===== src/rtl/decode_issue_stage.sv =====
// Decode/issue stage: one decode register (D) feeding one issue register (O),
// with a busy-bit scoreboard for RAW/WAW stalls and writeback operand bypass.
module decode_issue_stage #(
    parameter int WORD_SIZE   = 32,
    parameter int NUM_REGS    = 32,
    parameter int INDEX_WIDTH = $clog2(NUM_REGS)
) (
    input  logic                   clk,
    input  logic                   reset,
    input  logic                   flush,
    input  logic                   in_valid,
    output logic                   in_ready,
    input  logic [31:0]            in_instr,
    input  logic [WORD_SIZE-1:0]   in_pc,
    output logic [INDEX_WIDTH-1:0] rf_read_idx_1,
    output logic [INDEX_WIDTH-1:0] rf_read_idx_2,
    input  logic [WORD_SIZE-1:0]   rf_read_data_1,
    input  logic [WORD_SIZE-1:0]   rf_read_data_2,
    input  logic                   wb_valid,
    input  logic [INDEX_WIDTH-1:0] wb_idx,
    input  logic [WORD_SIZE-1:0]   wb_data,
    output logic                   out_valid,
    input  logic                   out_ready,
    output logic [31:0]            out_instr,
    output logic [WORD_SIZE-1:0]   out_pc,
    output logic [WORD_SIZE-1:0]   out_rs1_data,
    output logic [WORD_SIZE-1:0]   out_rs2_data,
    output logic [INDEX_WIDTH-1:0] out_rd,
    output logic                   out_writes_rd
);
    localparam logic [6:0] OP_LUI    = 7'b0110111;
    localparam logic [6:0] OP_AUIPC  = 7'b0010111;
    localparam logic [6:0] OP_JAL    = 7'b1101111;
    localparam logic [6:0] OP_REG    = 7'b0110011;
    localparam logic [6:0] OP_STORE  = 7'b0100011;
    localparam logic [6:0] OP_BRANCH = 7'b1100011;

    logic                   d_valid_q, d_valid_d;
    logic [31:0]            d_instr_q, d_instr_d;
    logic [WORD_SIZE-1:0]   d_pc_q, d_pc_d;

    logic                   out_valid_q, out_valid_d;
    logic [31:0]            out_instr_q, out_instr_d;
    logic [WORD_SIZE-1:0]   out_pc_q, out_pc_d;
    logic [WORD_SIZE-1:0]   out_rs1_data_q, out_rs1_data_d;
    logic [WORD_SIZE-1:0]   out_rs2_data_q, out_rs2_data_d;
    logic [INDEX_WIDTH-1:0] out_rd_q, out_rd_d;
    logic                   out_writes_rd_q, out_writes_rd_d;

    logic [NUM_REGS-1:0]    busy_q, busy_d;

    logic [6:0]             opcode;
    logic [INDEX_WIDTH-1:0] rs1, rs2, rd;
    logic                   uses_rs1, uses_rs2, writes_rd;
    logic                   wb_hit_rs1, wb_hit_rs2, wb_hit_rd;
    logic                   hazard, issue, accept;
    logic [WORD_SIZE-1:0]   rs1_data, rs2_data;

    assign opcode = d_instr_q[6:0];
    assign rs1    = INDEX_WIDTH'(d_instr_q[19:15]);
    assign rs2    = INDEX_WIDTH'(d_instr_q[24:20]);
    assign rd     = INDEX_WIDTH'(d_instr_q[11:7]);

    assign uses_rs1  = !(opcode == OP_LUI || opcode == OP_AUIPC || opcode == OP_JAL);
    assign uses_rs2  = (opcode == OP_REG || opcode == OP_STORE || opcode == OP_BRANCH);
    assign writes_rd = !(opcode == OP_STORE || opcode == OP_BRANCH) && (rd != '0);

    assign wb_hit_rs1 = wb_valid && (wb_idx == rs1);
    assign wb_hit_rs2 = wb_valid && (wb_idx == rs2);
    assign wb_hit_rd  = wb_valid && (wb_idx == rd);

    // A writeback landing this cycle resolves the dependency, so it never stalls.
    assign hazard = (uses_rs1 && busy_q[rs1] && !wb_hit_rs1)
                 || (uses_rs2 && busy_q[rs2] && !wb_hit_rs2)
                 || (writes_rd && busy_q[rd] && !wb_hit_rd);

    assign issue    = d_valid_q && !hazard && (!out_valid_q || out_ready) && !flush;
    assign in_ready = !reset && !flush && (!d_valid_q || issue);
    assign accept   = in_valid && in_ready;

    assign rf_read_idx_1 = rs1;
    assign rf_read_idx_2 = rs2;

    assign rs1_data = (rs1 == '0) ? '0 : (wb_hit_rs1 ? wb_data : rf_read_data_1);
    assign rs2_data = (rs2 == '0) ? '0 : (wb_hit_rs2 ? wb_data : rf_read_data_2);

    always_comb begin
        // NOTE: every signal gets its hold value first so no path leaves it unassigned (no latch).
        d_valid_d       = d_valid_q;
        d_instr_d       = d_instr_q;
        d_pc_d          = d_pc_q;
        out_valid_d     = out_valid_q;
        out_instr_d     = out_instr_q;
        out_pc_d        = out_pc_q;
        out_rs1_data_d  = out_rs1_data_q;
        out_rs2_data_d  = out_rs2_data_q;
        out_rd_d        = out_rd_q;
        out_writes_rd_d = out_writes_rd_q;
        busy_d          = busy_q;

        if (accept) begin
            d_valid_d = 1'b1;
            d_instr_d = in_instr;
            d_pc_d    = in_pc;
        end else if (issue || flush) begin
            d_valid_d = 1'b0;
        end

        if (issue) begin
            out_valid_d     = 1'b1;
            out_instr_d     = d_instr_q;
            out_pc_d        = d_pc_q;
            out_rs1_data_d  = rs1_data;
            out_rs2_data_d  = rs2_data;
            out_rd_d        = rd;
            out_writes_rd_d = writes_rd;
        end else if (flush || out_ready) begin
            out_valid_d = 1'b0;
        end

        // Later assignments win: issue's set overrides a same-index writeback clear.
        if (wb_valid)
            busy_d[wb_idx] = 1'b0;
        if (flush && out_valid_q && out_writes_rd_q)
            busy_d[out_rd_q] = 1'b0;
        if (issue && writes_rd)
            busy_d[rd] = 1'b1;
        busy_d[0] = 1'b0;
    end

    always_ff @(posedge clk) begin
        // NOTE: non-blocking assignments only here, so every flop samples pre-edge values.
        if (reset) begin
            // NOTE: the scoreboard is cleared as one vector; a stale busy bit would stall forever.
            d_valid_q       <= 1'b0;
            d_instr_q       <= '0;
            d_pc_q          <= '0;
            out_valid_q     <= 1'b0;
            out_instr_q     <= '0;
            out_pc_q        <= '0;
            out_rs1_data_q  <= '0;
            out_rs2_data_q  <= '0;
            out_rd_q        <= '0;
            out_writes_rd_q <= 1'b0;
            busy_q          <= '0;
        end else begin
            d_valid_q       <= d_valid_d;
            d_instr_q       <= d_instr_d;
            d_pc_q          <= d_pc_d;
            out_valid_q     <= out_valid_d;
            out_instr_q     <= out_instr_d;
            out_pc_q        <= out_pc_d;
            out_rs1_data_q  <= out_rs1_data_d;
            out_rs2_data_q  <= out_rs2_data_d;
            out_rd_q        <= out_rd_d;
            out_writes_rd_q <= out_writes_rd_d;
            busy_q          <= busy_d;
        end
    end

    assign out_valid     = out_valid_q;
    assign out_instr     = out_instr_q;
    assign out_pc        = out_pc_q;
    assign out_rs1_data  = out_rs1_data_q;
    assign out_rs2_data  = out_rs2_data_q;
    assign out_rd        = out_rd_q;
    assign out_writes_rd = out_writes_rd_q;
endmodule


===== config.mk =====
export PLATFORM = sky130hd
export DESIGN_NAME = decode_issue_stage
export DESIGN_NICKNAME = d
export VERILOG_FILES = /design/src/rtl/decode_issue_stage.sv
export SDC_FILE = /design/constraint.sdc
export NUM_CORES = 1
export LEC_CHECK = 0
export BUFFER_PORTS_ARGS = -buffer_cell sky130_fd_sc_hd__buf_2
export CORE_MARGIN = 3
export CORE_UTILIZATION = 50
export CTS_BUF_LIST = sky130_fd_sc_hd__clkbuf_16
export CTS_CLUSTER_DIAMETER = 30
export DETAILED_ROUTE_END_ITERATION = 10
export PLACE_DENSITY = 0.89
export SYNTH_ARGS = -nofsm -noshare
export SYNTH_HDL_FRONTEND = slang
export SYNTH_SLANG_ARGS = --single-unit

===== constraint.sdc =====
create_clock -name clk -period 7.4 [get_ports clk]
set_input_delay 1.48 -clock clk [delete_from_list [all_inputs] [get_ports clk]]
set_output_delay 1.48 -clock clk [all_outputs]
set_load 0.02 [all_outputs]

# Word level (Yosys, flattened, before mapping)
# Cells that the tools add are included.
[word_totals]
word_cells = 105
out_inout_bits = 146
regBits = 232
inputBits = 171
[op_classes]
eq_ne = 9
n_reduce_logical = 48
n_mux = 23
n_lt_le_gt_ge = 8
bitwise = 5
[op_table]
columns = ["op", "count"]
rows = [
  ["$mux 32", 7],
  ["$and 32x32->32", 2],
  ["$not 32->32", 2],
  ["$or 32x32->32", 1],
  ["$lt 5x6->1 const B", 5],
  ["$logic_and 1x1->1", 22],
  ["$eq 7x6->1 const B", 3],
  ["$bmux 1 s5", 3],
  ["$demux 1 s5", 3],
  ["$eq 5x5->1", 3],
  ["$ge 5x1->1 const B", 3],
  ["$eq 7x7->1 const B", 2],
  ["$logic_or 1x1->1", 11],
  ["$logic_not 1->1", 10],
  ["$logic_not 5->1", 2],
  ["$mux 1", 10],
  ["$eq 7x5->1 const B", 1],
  ["$reduce_bool 5->1", 1],
  ["$reduce_bool 2->1", 2],
]

# Logic depth before layout (Yosys ltp)
[logic_depth]
ltp_word = 16
ltp_mapped = 12
depth_no_buf = 7

# Least setup slack after synthesis
# OpenSTA, ideal clock, no wires.
[synth_path]
kind = "input to output"
start = "in wb_idx[3]"
end = "out in_ready"
arrival_ns = 3.126
path_buffers = 1
slack_ns = 2.794
required_ns = 5.920
cell_stages = 7
cell_sequence = "clkbuf_1 -> xor2_1 -> nor4_1 -> a311oi_1 -> o311ai_1 -> a41oi_2 -> nor3_1"
[synth_via]
elab_chain_cells = 12
word_cells_on_any_way = 20
cone_classes = "eq/ne (3); reduce/logical (17)"
[synth_rtl]
columns = ["item", "line", "rtl"]
rows = [
  ["start: declaration", "20", "input logic [INDEX_WIDTH-1:0] wb_idx,"],
  ["$eq 5x5->1, on equally long branches", "68, 69", ""],
  ["$logic_and 1x1->1, on equally long branches", "68, 69", ""],
  ["$logic_not 1->1, on equally long branches", "73, 74", ""],
  ["$logic_and 1x1->1, on equally long branches", "73, 74", ""],
  ["$logic_or 1x1->1", "74", "|| (uses_rs2 && busy_q[rs2] && !wb_hit_rs2)"],
  ["$logic_or 1x1->1 (*)", "75", "|| (writes_rd && busy_q[rd] && !wb_hit_rd);"],
  ["$logic_not 1->1 (*)", "77", "assign issue = d_valid_q && !hazard && (!out_valid_q || out_ready) && !flush;"],
  ["$logic_and 1x1->1 (*) (3 in series)", "77", ""],
  ["$logic_or 1x1->1 (*)", "78", "assign in_ready = !reset && !flush && (!d_valid_q || issue);"],
  ["$logic_and 1x1->1 (*)", "78", ""],
  ["end: declaration", "12", "output logic in_ready,"],
]
# Every way passes the cells marked *; elsewhere a longest branch is shown, timed or not.

# Worst setup path after layout
[layout_path]
start = "reg d_instr_q[21]"
end = "out in_ready"
[layout_via]
elab_chain_cells = 12
word_cells_on_any_way = 15
cone_classes = "eq/ne (1); mux (2); reduce/logical (12)"
[layout_rtl]
columns = ["item", "line", "rtl"]
rows = [
  ["start: declaration", "39", "logic [31:0] d_instr_q, d_instr_d;"],
  ["start signal: assignment", "148", "d_instr_q <= d_instr_d;"],
  ["$bmux 1 s5 or $eq 5x5->1 (tied branches)", "74, 69", ""],
  ["$mux 1 (implied by the code) or $logic_and 1x1->1 (tied branches)", "74, 69", ""],
  ["$logic_and 1x1->1 or $logic_not 1->1 (tied branches)", "74", ""],
  ["$logic_and 1x1->1 (*)", "74", ""],
  ["$logic_or 1x1->1 (*)", "74", ""],
  ["$logic_or 1x1->1 (*)", "75", ""],
  ["$logic_not 1->1 (*)", "77", ""],
  ["$logic_and 1x1->1 (*) (3 in series)", "77", ""],
  ["$logic_or 1x1->1 (*)", "78", ""],
  ["$logic_and 1x1->1 (*)", "78", ""],
]
# Every way passes the cells marked *; elsewhere a longest branch is shown, timed or not. The select of a mux whose other input is x is not followed.

==> run summary <==
## Logic synthesis
* multiplexers — combinational family with the most area after synthesis
* 0% — share of flip-flops with an asynchronous set or reset after synthesis
* 9.801 um^2 — Mapped Avg Cell Area
* 0 — warnings from Yosys
* 0.01100 mm^2 — Post-Synthesis Cell Area
* 50 — distinct cell type count after synthesis
* 1122 — gate count of the mapped netlist
* 19.06% — simple-gate portion of the synthesized area
* 41.14% — sequential share of the synthesized area
* 1293 — post-synthesis net count
* 12.98% — share of the synthesized area in compound gates (AO/OA/AOI/OAI)
* 226 — FF+latch count, synth
* 0 — number of synthesized flops with an enable pin
* 0% — area share of fa/ha/maj cells after synthesis
* dfxtp_1 — most used flip-flop cell after synthesis
* 19.56% — share of synthesized area spent on multiplexers
* 1.195% — XOR/XNOR Fraction of Synth Area

## STA
* false — RSZ-0062 raised after global routing
* 65.82% — period utilisation layout
* 205.3 MHz — peak clock frequency supported by timing
* 0 — total count of max-transition violations in the final report
* 0 ns — Setup TNS Final
* 4.870 ns — minimum period implied by the final worst setup slack
* 0 — total count of hold-check failures in the final report
* 0.4426 ns — hold_ws
* 1.263 ns — transition time of the tightest slew-check pin
* 0.03236 ns — clock tree skew after final layout
* 15.82% — worst rel slew slack
* 0 — Final Setup Violations

## Global route
* 27.26% — Total GRT Usage
* 0 — total overflow reported by the global router
* 1 — initial antenna violation count
* 9720 — number of global-route vias before repair
* 52.96 mm — first-pass GRT wire length
* 129 — maximum number of pins on one net before global-route repair

## Placement
* 316 — count of input and output buffers
* 0.9425 — placer congestion estimate
* 22.78 mm — HPWL Detailed

## Clock network
* 0 — cts hold-fix bufs
* 46 — number of buffers inserted during clock tree synthesis
* clkbuf_16 — cell at the root of the clock tree
* done — clock tree from TritonCTS
* 0.05 ns — Clock transition at path regs
* 0 — count of cells resized by post-cts repair
* 0 — number of buffers inserted by post-CTS setup repair
* 2 — H-tree level count
* 0.54 ns — Worst-Skew Late Latency
* 3 — Max Root-Sink Buffers
* 226 — clock net sink count

## Floorplanning
* 0.02381 mm^2 — die outline area
* 0.02129 mm^2 — Placeable Area
* 51.66% — Initial Utilization
* 317 — top-level I/O count
* 154.3 um — floorplan die height
* 53 — std cell rows
* 154.3 um — Horiz. Die Dim

## Routing
* 20.47 um — average wire length per cell after detail routing
* 9901 — via count of the routed design
* 0 — post-route DRC violation count
* 5 — detailed-routing iteration count for the pre-antenna-repair pass
* 0 — post-detailed-route count of antenna-violating nets
* 1000 — First DRT Iteration DRCs
* 5.866 — routed via count divided by cell count
* 34.55 mm — Total Routed Length

## Pwr
* 5.777 nW — static leakage power
* 7.4% — relative contribution of combinational cells to total power
* 56.1% — Clock power frac
* 24.39% — switching share of power
* 0.0002384 V — VDD IR max
* 859.5 uW — Switch Pwr
* 254.1 mW/mm^2 — power density of the placed cells
* 2.664 mW — Power Internal
* 36.5% — portion of total power attributed to sequential cells

## Critical path
* d_instr_q[21] — launch instance of the worst register-to-register path
* reg -> out — Crit Path Category
* d_instr_q[21] — worst setup path start
* 5.92 ns — required time of the worst setup path
* 8 — cells on worst reg2reg path
* d_pc_q[5] — capture point of the worst reg-to-reg path
* 3.31 ns — reg-to-reg setup timing slack
* flip-flop — CP Launch Type
* 3.39 ns — Critical Path AT
* 16 — peak fanout along the critical path
* in_ready — capturing instance or port of the critical path
* output port — Crit. End Element

## Final layout
* 26.11% — area added between synthesis and finish
* 1547 — final-stage net count
* 34.42% — layout cell share with drive strength beyond 1
* buf_2 — most common library cell in the layout ignoring fill and taps
* buf_2, dfxtp_1, nand2_1, nor2b_1, nand3b_1 — commonest cells after routing, fill and taps aside

## Min path
* 2 — instance count along the most critical hold path
* reg -> reg — worst min-delay path class

## Flow run
* 0 — max-cap violations

## Run status
* finished, final reports clean — status

[Yosys cell counts (all sizes together), types with 33 or more instances]
cell type / count / area share [%]
a21oi: 67 / 3.0
buf: 51 / 3.6
clkbuf: 65 / 2.2
dfxtp: 226 / 41
mux2: 67 / 8.9
mux2i: 75 / 6.8
nand2: 142 / 4.8
nand3b: 78 / 5.3
nor2b: 94 / 5.3
o21ai: 34 / 1.5
o221ai: 33 / 2.6
o31ai: 64 / 4.4
[metrics by stage]
step	util (%)	power (mW)	std cells	area [um^2]	worst slack [ns]
finish	65.15	3.524	1688	13870	2.530
global route	65.14	3.633	1687	13870	2.354
CTS	65.14	3.542	1687	13870	2.604
detailed placement	58.03	1.564	1603	12350	2.682
global placement	58.03	1.558	1603	12350	2.711
floorplan	-	1.473	1122	11000	2.794
[critical path: stages (launching register included)]
cell,delay (ns)
dfxtp_1,0.91
mux4_2,0.60
nor2_1,0.10
nor2_1,0.05
o311ai_1,0.48
a41oi_2,0.28
nor3_1,0.20
buf_2,0.23
[area by class of cell]
| class | count | area (um^2) |
|---|---|---|
| clock buffers | 47 | 1176 |
| clock inverters | 37 | 336.6 |
| multi-input cells | 772 | 5809 |
| flip-flops and latches | 226 | 4524 |
| inverters | 8 | 30.03 |
| diodes | 1 | 2.502 |
| well taps | 275 | 344.1 |
| repair buffers | 322 | 1645 |
| fillers | 1617 | 7418 |
[logic make-up (layout without fill, tap and decap cells)]
kind of cell / after synthesis / count (layout)
multiplexers: 160 / 160
XOR/XNOR: 15 / 15
other: 0 / 1
AND/OR/NAND/NOR: 382 / 382
flip-flops: 226 / 226
AO/OA/AOI/OAI: 215 / 215
buffers and inverters: 124 / 414
[sequential cells by signal, indices dropped and copies added, names as in the netlist]
register,cells
d_valid_q,1
d_instr_q,32
out_rs1_data,32
d_pc_q,32
out_instr,32
out_valid,1
busy_q,31
out_writes_rd,1
out_rs2_data,32
out_pc,32
[power by group through the flow]
stage / combinational [mW] / sequential, mW / clock [mW]
floorplan: 0.178 / 1.30 / 0
global placement: 0.252 / 1.31 / 0
detailed placement: 0.257 / 1.31 / 0
CTS: 0.260 / 1.28 / 2.00
global route: 0.280 / 1.29 / 2.06
finish: 0.262 / 1.29 / 1.98
[worst min path at each step]
stage	slack (ns)	endpoint	startpoint
after floorplan	0.43	out_instr[31]	d_instr_q[31]
after global placement	0.43	out_pc[12]	d_pc_q[12]
after detailed placement	0.44	out_pc[20]	d_pc_q[20]
after CTS	0.45	out_pc[7]	d_pc_q[7]
after global routing	0.47	out_pc[9]	d_pc_q[9]
final	0.44	out_pc[7]	d_pc_q[7]
[metal layers]
layer	share of wire, %	vias to the layer above	track usage [%]
met5	0.058	-	0
met4	3.6	2	11.06
met3	11	106	9.121
met2	46	606	43.30
met1	39	4663	34.21
li1	-	4524	-
Note: power is estimated with default switching activity, not from simulation.
